--- src/rtl/store_buffer.sv ---
// store_buffer: in-order store FIFO in front of the data memory store port.
// Retired stores are queued and drained one per cycle whenever the memory is
// not servicing a load. An empty buffer lets a store go straight to the m_*
// registers, so it reaches memory the cycle after it is accepted. The block
// also reports load/store word hazards and implements a fence (drain-all).
// Optional feature: define STORE_BUF_FWD_EN to forward a buffered word store
// to a load at the exact same address instead of raising l_conflict.

`ifndef ALU_SB
`define ALU_SB 6'd21
`endif
`ifndef ALU_SH
`define ALU_SH 6'd22
`endif
`ifndef ALU_SW
`define ALU_SW 6'd23
`endif

module store_buffer #(
  parameter int DEPTH = 4
) (
  input  logic        clk,
  input  logic        rst,
  input  logic        s_valid,
  output logic        s_ready,
  input  logic [5:0]  s_alucode,
  input  logic [31:0] s_addr,
  input  logic [31:0] s_data,
  output logic        s_misalign,
  input  logic        ld_busy,
  input  logic [31:0] l_addr,
  output logic        l_conflict,
  input  logic        fence_req,
  output logic        fence_done,
  output logic        m_en,
  output logic        m_is_store,
  output logic [5:0]  m_alucode,
  output logic [31:0] m_addr,
  output logic [31:0] m_data,
  output logic        l_fwd_valid,
  output logic [31:0] l_fwd_data
);

  localparam int PTR_W = $clog2(DEPTH);
  localparam int CNT_W = PTR_W + 1;

  typedef enum logic [1:0] {S_IDLE, S_FENCE, S_DONE} state_t;
  state_t state_q, state_d;

  logic [5:0]       op_q   [DEPTH];
  logic [31:0]      addr_q [DEPTH];
  logic [31:0]      data_q [DEPTH];
  logic [PTR_W-1:0] rd_ptr_q, wr_ptr_q;
  logic [CNT_W-1:0] count_q, count_d;

  logic        m_en_q;
  logic [5:0]  m_alucode_q;
  logic [31:0] m_addr_q, m_data_q;
  logic        s_misalign_q;

  logic accept, misalign, buf_empty, pop, bypass, push;

  // No pass-through when full: a full buffer refuses even if it drains now.
  assign s_ready   = (count_q != CNT_W'(DEPTH)) && (state_q != S_FENCE);
  assign accept    = s_valid && s_ready;
  assign misalign  = ((s_alucode == `ALU_SW) && (s_addr[1:0] != 2'b00)) ||
                     ((s_alucode == `ALU_SH) && (s_addr[1:0] == 2'b11));
  assign buf_empty = (count_q == '0);
  assign pop       = !buf_empty && !ld_busy;
  // Empty buffer and idle memory: the new store skips the FIFO entirely.
  assign bypass    = accept && !misalign && buf_empty && !ld_busy;
  assign push      = accept && !misalign && !bypass;
  assign count_d   = count_q + CNT_W'(push) - CNT_W'(pop);

  // FIFO storage; contents are don't-care outside the valid window.
  always_ff @(posedge clk) begin
    if (push) begin
      op_q[wr_ptr_q]   <= s_alucode;
      addr_q[wr_ptr_q] <= s_addr;
      data_q[wr_ptr_q] <= s_data;
    end
  end

  // Pointers, occupancy, memory-port registers and misalign pulse.
  always_ff @(posedge clk) begin
    if (rst) begin
      rd_ptr_q     <= '0;
      wr_ptr_q     <= '0;
      count_q      <= '0;
      m_en_q       <= 1'b0;
      m_alucode_q  <= '0;
      m_addr_q     <= '0;
      m_data_q     <= '0;
      s_misalign_q <= 1'b0;
    end else begin
      if (push) wr_ptr_q <= wr_ptr_q + PTR_W'(1);
      if (pop)  rd_ptr_q <= rd_ptr_q + PTR_W'(1);
      count_q      <= count_d;
      m_en_q       <= pop || bypass;
      s_misalign_q <= accept && misalign;
      if (pop) begin
        m_alucode_q <= op_q[rd_ptr_q];
        m_addr_q    <= addr_q[rd_ptr_q];
        m_data_q    <= data_q[rd_ptr_q];
      end else if (bypass) begin
        m_alucode_q <= s_alucode;
        m_addr_q    <= s_addr;
        m_data_q    <= s_data;
      end
    end
  end

  assign m_en       = m_en_q;
  assign m_is_store = m_en_q;
  assign m_alucode  = m_alucode_q;
  assign m_addr     = m_addr_q;
  assign m_data     = m_data_q;
  assign s_misalign = s_misalign_q;

  // Fence state register.
  always_ff @(posedge clk) begin
    if (rst) state_q <= S_IDLE;
    else     state_q <= state_d;
  end

  // Fence next-state. Enqueue is blocked in FENCE, so an empty FIFO there means
  // nothing follows the store currently on m_*, which lands at this edge.
  always_comb begin
    state_d    = state_q;
    fence_done = 1'b0;
    unique case (state_q)
      S_IDLE:  if (fence_req) state_d = S_FENCE;
      S_FENCE: if (buf_empty) state_d = S_DONE;
      S_DONE: begin
        fence_done = 1'b1;
        state_d    = S_IDLE;
      end
      default: state_d = S_IDLE;
    endcase
  end

  logic             hit_any;
  logic [PTR_W-1:0] idx;
`ifdef STORE_BUF_FWD_EN
  logic [5:0]       yng_op;
  logic [31:0]      yng_addr, yng_data;
`endif

  // Word-hazard scan: in-flight entry first, then FIFO oldest to youngest,
  // so the last hit seen is the youngest store to that word.
  always_comb begin
    hit_any = m_en_q && (m_addr_q[31:2] == l_addr[31:2]);
`ifdef STORE_BUF_FWD_EN
    yng_op   = m_alucode_q;
    yng_addr = m_addr_q;
    yng_data = m_data_q;
`endif
    idx = rd_ptr_q;
    for (int k = 0; k < DEPTH; k++) begin
      idx = rd_ptr_q + PTR_W'(k);
      if ((CNT_W'(k) < count_q) && (addr_q[idx][31:2] == l_addr[31:2])) begin
        hit_any = 1'b1;
`ifdef STORE_BUF_FWD_EN
        yng_op   = op_q[idx];
        yng_addr = addr_q[idx];
        yng_data = data_q[idx];
`endif
      end
    end
  end

`ifdef STORE_BUF_FWD_EN
  logic fwd_hit;
  // Only a full-word store at the exact load address can supply the load.
  assign fwd_hit     = hit_any && (yng_op == `ALU_SW) && (yng_addr == l_addr);
  assign l_fwd_valid = fwd_hit;
  assign l_fwd_data  = fwd_hit ? yng_data : '0;
  assign l_conflict  = hit_any && !fwd_hit;
`else
  logic unused_l_addr_lo;
  assign unused_l_addr_lo = ^l_addr[1:0];
  assign l_fwd_valid      = 1'b0;
  assign l_fwd_data       = '0;
  assign l_conflict       = hit_any;
`endif

endmodule

--- config.mk ---
export PLATFORM = sky130hd
export DESIGN_NAME = store_buffer
export DESIGN_NICKNAME = d
export VERILOG_FILES = /design/src/rtl/store_buffer.sv
export SDC_FILE = /design/constraint.sdc
export NUM_CORES = 1
export LEC_CHECK = 0
export BUFFER_PORTS_ARGS = -buffer_cell sky130_fd_sc_hd__buf_2
export CORE_ASPECT_RATIO = 1.1
export CORE_MARGIN = 3
export CORE_UTILIZATION = 32
export CTS_BUF_LIST = sky130_fd_sc_hd__clkbuf_16
export CTS_CLUSTER_DIAMETER = 50
export DETAILED_ROUTE_END_ITERATION = 12
export GPL_TIMING_DRIVEN = 0
export HOLD_SLACK_MARGIN = 0.06
export MAX_ROUTING_LAYER = met4
export SLEW_MARGIN = 20
export SYNTH_ARGS = -nofsm -noshare
export SYNTH_HDL_FRONTEND = slang
export SYNTH_SLANG_ARGS = --single-unit
--- constraint.sdc ---
create_clock -name clk -period 4.2 [get_ports clk]
set_input_delay 0.84 -clock clk [delete_from_list [all_inputs] [get_ports clk]]
set_output_delay 0.84 -clock clk [all_outputs]
set_load 0.02 [all_outputs]
==> reports/qor.yml <==
worstSetupPathType: "reg -> out"
dr_total_vias: 12100
core_area_mm2: 0.0564
dp.cells: 2149
die_h_um: 257
pre_cts_ws_ps: -38.2
yosys-top-cells-area: "edfxtp_1 (46%), mux4_2 (16%), dfxtp_1 (9.1%), xnor2_1 (5.2%), mux2i_1 (4.9%)"
grt_usage: 0.203
p_per_area_mw_per_mm2: 637
synth_top_area_cell: "edfxtp_1"
numPortBuffers: 151
period_needed_ps: 4140
gp_congestion: 0.970
report.final.slew_viol_count: 0
final_util: 0.399
r2r_start: "count_q[2]$_SDFF_PP0_"
grt_overflow: 0
wl_met3_um: 5710
htree_levels: 2
hold_path_end: "data_q[3][10]$_DFFE_PP_"
timing.final.ws_setup_ps: 57.3
tns_ps: 0
cts_sinks: 363
relSlewSlack: 0.267
worst_setup_path_end_kind: "output port"
tightest_slew_ps: 1100
clock_latency_ps: 590
hpwl_um: 41900
fmax_mhz: 241
status: "finished, final reports clean"
hp-class: "in -> reg"
drt_pass1_iterations: 5
ys_types: 56
async_flop_share: 0
hold_depth: 1
dieArea_mm2: 0.0601
cts_root_buf: "clkbuf_16"
rsz0062_at_grt: "yes"
rr_endpoint: "count_q[2]$_SDFF_PP0_"
antenna_found_initial: 10
crit_family: "compound AO/OA/AOI/OAI gates"
arrival_ps: 3300
final_layout_size_suffix_gt1_frac: 0.338
area_delta_synth_final_pct: 22.8
ys.warnings.count: 0
synth_flop_cell: "edfxtp_1"
syn_avg_cell_area_um2: 15.0
ios: 216
synth.most_common_cell: "edfxtp_1"
vdd_drop_max_v: 0.000388
skew_ps: 36.9
required_ps: 3360
setup_violations: 0
cp-start-kind: "flip-flop"
highest_layer: "met4"
critPathMaxFanout: 5
synthCells: 1218
cpPeakStageDelay_ps: 530
worstHoldStart: "s_data[10]"
initial_core_util: 0.325
synth-seq-area-share: 0.550
cap_viol_max_count: 0
synth-seq-cells: 363
wl_met1_um: 23700
worst-r2r-cell-count: 12
totalWireLength_um: 60300
path_buf_inv: 4
cp_slowest_cell: "or4_4"
hold_viol: 0
post-route-period-util: 0.986
power.leakage_uw: 0.00751
cts_buffers: 45
grt_pass1_vias: 12300
wl_per_cell_um: 26.6
synth_top_area_frac: 0.459
rows: 91
drc: 0
path_clk_slew_ps: 60
drt_iter0_markers: 1185
dr_wl_met2_um: 28900
grt_pass1_wl_um: 85600
grt_max_degree: 41
final_cells: 2263
ant_nets: 0
synth-edff-count: 280
rrSetupSlack_ps: 550
die_w_um: 234
syn_area_mm2: 0.0183
cp_cell_sequence: "clkbuf_16, clkbuf_16, buf_4, mux4_2, o22ai_1, a221oi_1, o2111ai_2, or4_4, o2111ai_2, buf_6"
synth_common_cells: "edfxtp_1 (280), mux4_2 (134), xnor2_1 (109)"
viasPerCell: 5.37
clock_path_buffers: 3
nNetsFinal: 1591
cts_tree: "done"
## logic make-up (layout without fill, tap and decap cells)
logic type | after synthesis | after routing | share of synthesized area
flops | 363 | 363 | 0.550
mux | 236 | 236 | 0.230
buf+inv | 154 | 414 | 0.0454
other cells | 1 | 42 | 0.000205
simple gates | 168 | 168 | 0.0451
compound gates | 149 | 149 | 0.0566
xor+xnor | 137 | 137 | 0.0655
fa+ha+maj | 10 | 10 | 0.00711
## state kept, by name (all words and copies together), names as in the netlist, 3 cells and up, named ones only
signal     count
m_data        32
m_addr        32
addr_q       128
data_q       128
count_q        3
op_q          24
m_alucode      6
## per-layer routing
metal,global-route usage,vias to the layer above
met5,-,-
met4,0.0624,0
met3,0.0662,126
met2,0.319,582
met1,0.248,6170
li1,-,5269
## layout make-up
type,count,area [µm²]
Clock inverter,36,323
Clock buffer,46,1150
Timing Repair Buffer,178,1100
Antenna cell,9,22.5
Fill cell,5269,33900
Buffer,135,997
Inverter,19,71.3
Tap cell,744,931
Sequential cell,363,10100
Multi-Input combinational cell,733,7820
## worst max path at each step
stage	from	cells after the start	slack, ps	end
floorplan	s_alucode[0]	4	220	addr_q[1][0]$_DFFE_PP_
global placement	s_alucode[0]	5	-1870	addr_q[0][19]$_DFFE_PP_
detailed placement	rd_ptr_q[1]$_SDFFE_PP0P_	10	-40	l_conflict
CTS	rd_ptr_q[0]$_SDFFE_PP0P_	10	10	l_conflict
global route	flip-flop	10	-20	l_conflict
finish	flip-flop	10	60	l_conflict
## repair_timing
item | CTS | global route
setup endpoints to repair | 1 | 1
pin swaps | 5 | 14
setup buffers | 9 | 12
resized for setup | 86 | 37
hold buffers | 0 | 0
gates cloned | 0 | 2
## report_power, final
| part | leakage [µW] | total, µW | internal (µW) | switching (µW) |
|---|---|---|---|---|
| logic | 0.00355 | 5740 | 2480 | 3250 |
| registers | 0.00323 | 4770 | 4450 | 325 |
| clock network | 0.000738 | 3820 | 2170 | 1650 |
## through the flow
step	total power [µW]	instance area [µm²]	hold WS [ps]
4_1_cts	14200	22200	440
5_1_grt	14900	22500	456
3_5_place_dp	10000	20200	476
3_3_place_gp	10000	20100	461
6_report	14300	22500	473
2_1_floorplan	8270	18400	439
## cell usage in the layout, fill, tap and decap left out, types with 5 or more instances in the layout
| cell type | instances |
|---|---|
| edfxtp_1 | 280 |
| or4_1 | 5 |
| mux4_2 | 141 |
| mux2i_1 | 86 |
| clkbuf_1 | 50 |
| inv_6 | 7 |
| buf_4 | 58 |
| nor3_1 | 6 |
| conb_1 | 33 |
| dfxtp_1 | 81 |
| buf_12 | 11 |
| clkinv_1 | 8 |
| nor4_2 | 5 |
| nand2_1 | 41 |
| a21oi_1 | 37 |
| xnor2_1 | 92 |
| buf_2 | 159 |
| nor2_1 | 55 |
| nor2b_1 | 8 |
| nand4_1 | 25 |
| clkbuf_16 | 48 |
| a211oi_1 | 40 |
| xnor2_2 | 13 |
| buf_1 | 10 |
| inv_1 | 22 |
| clkinv_2 | 6 |
| buf_6 | 12 |
| xor2_1 | 27 |
| o22ai_1 | 10 |
| diode_2 | 9 |
| ha_1 | 8 |
| a22oi_1 | 31 |
| buf_8 | 5 |
| buf_16 | 6 |
Note: power is estimated with default switching activity, not from simulation.
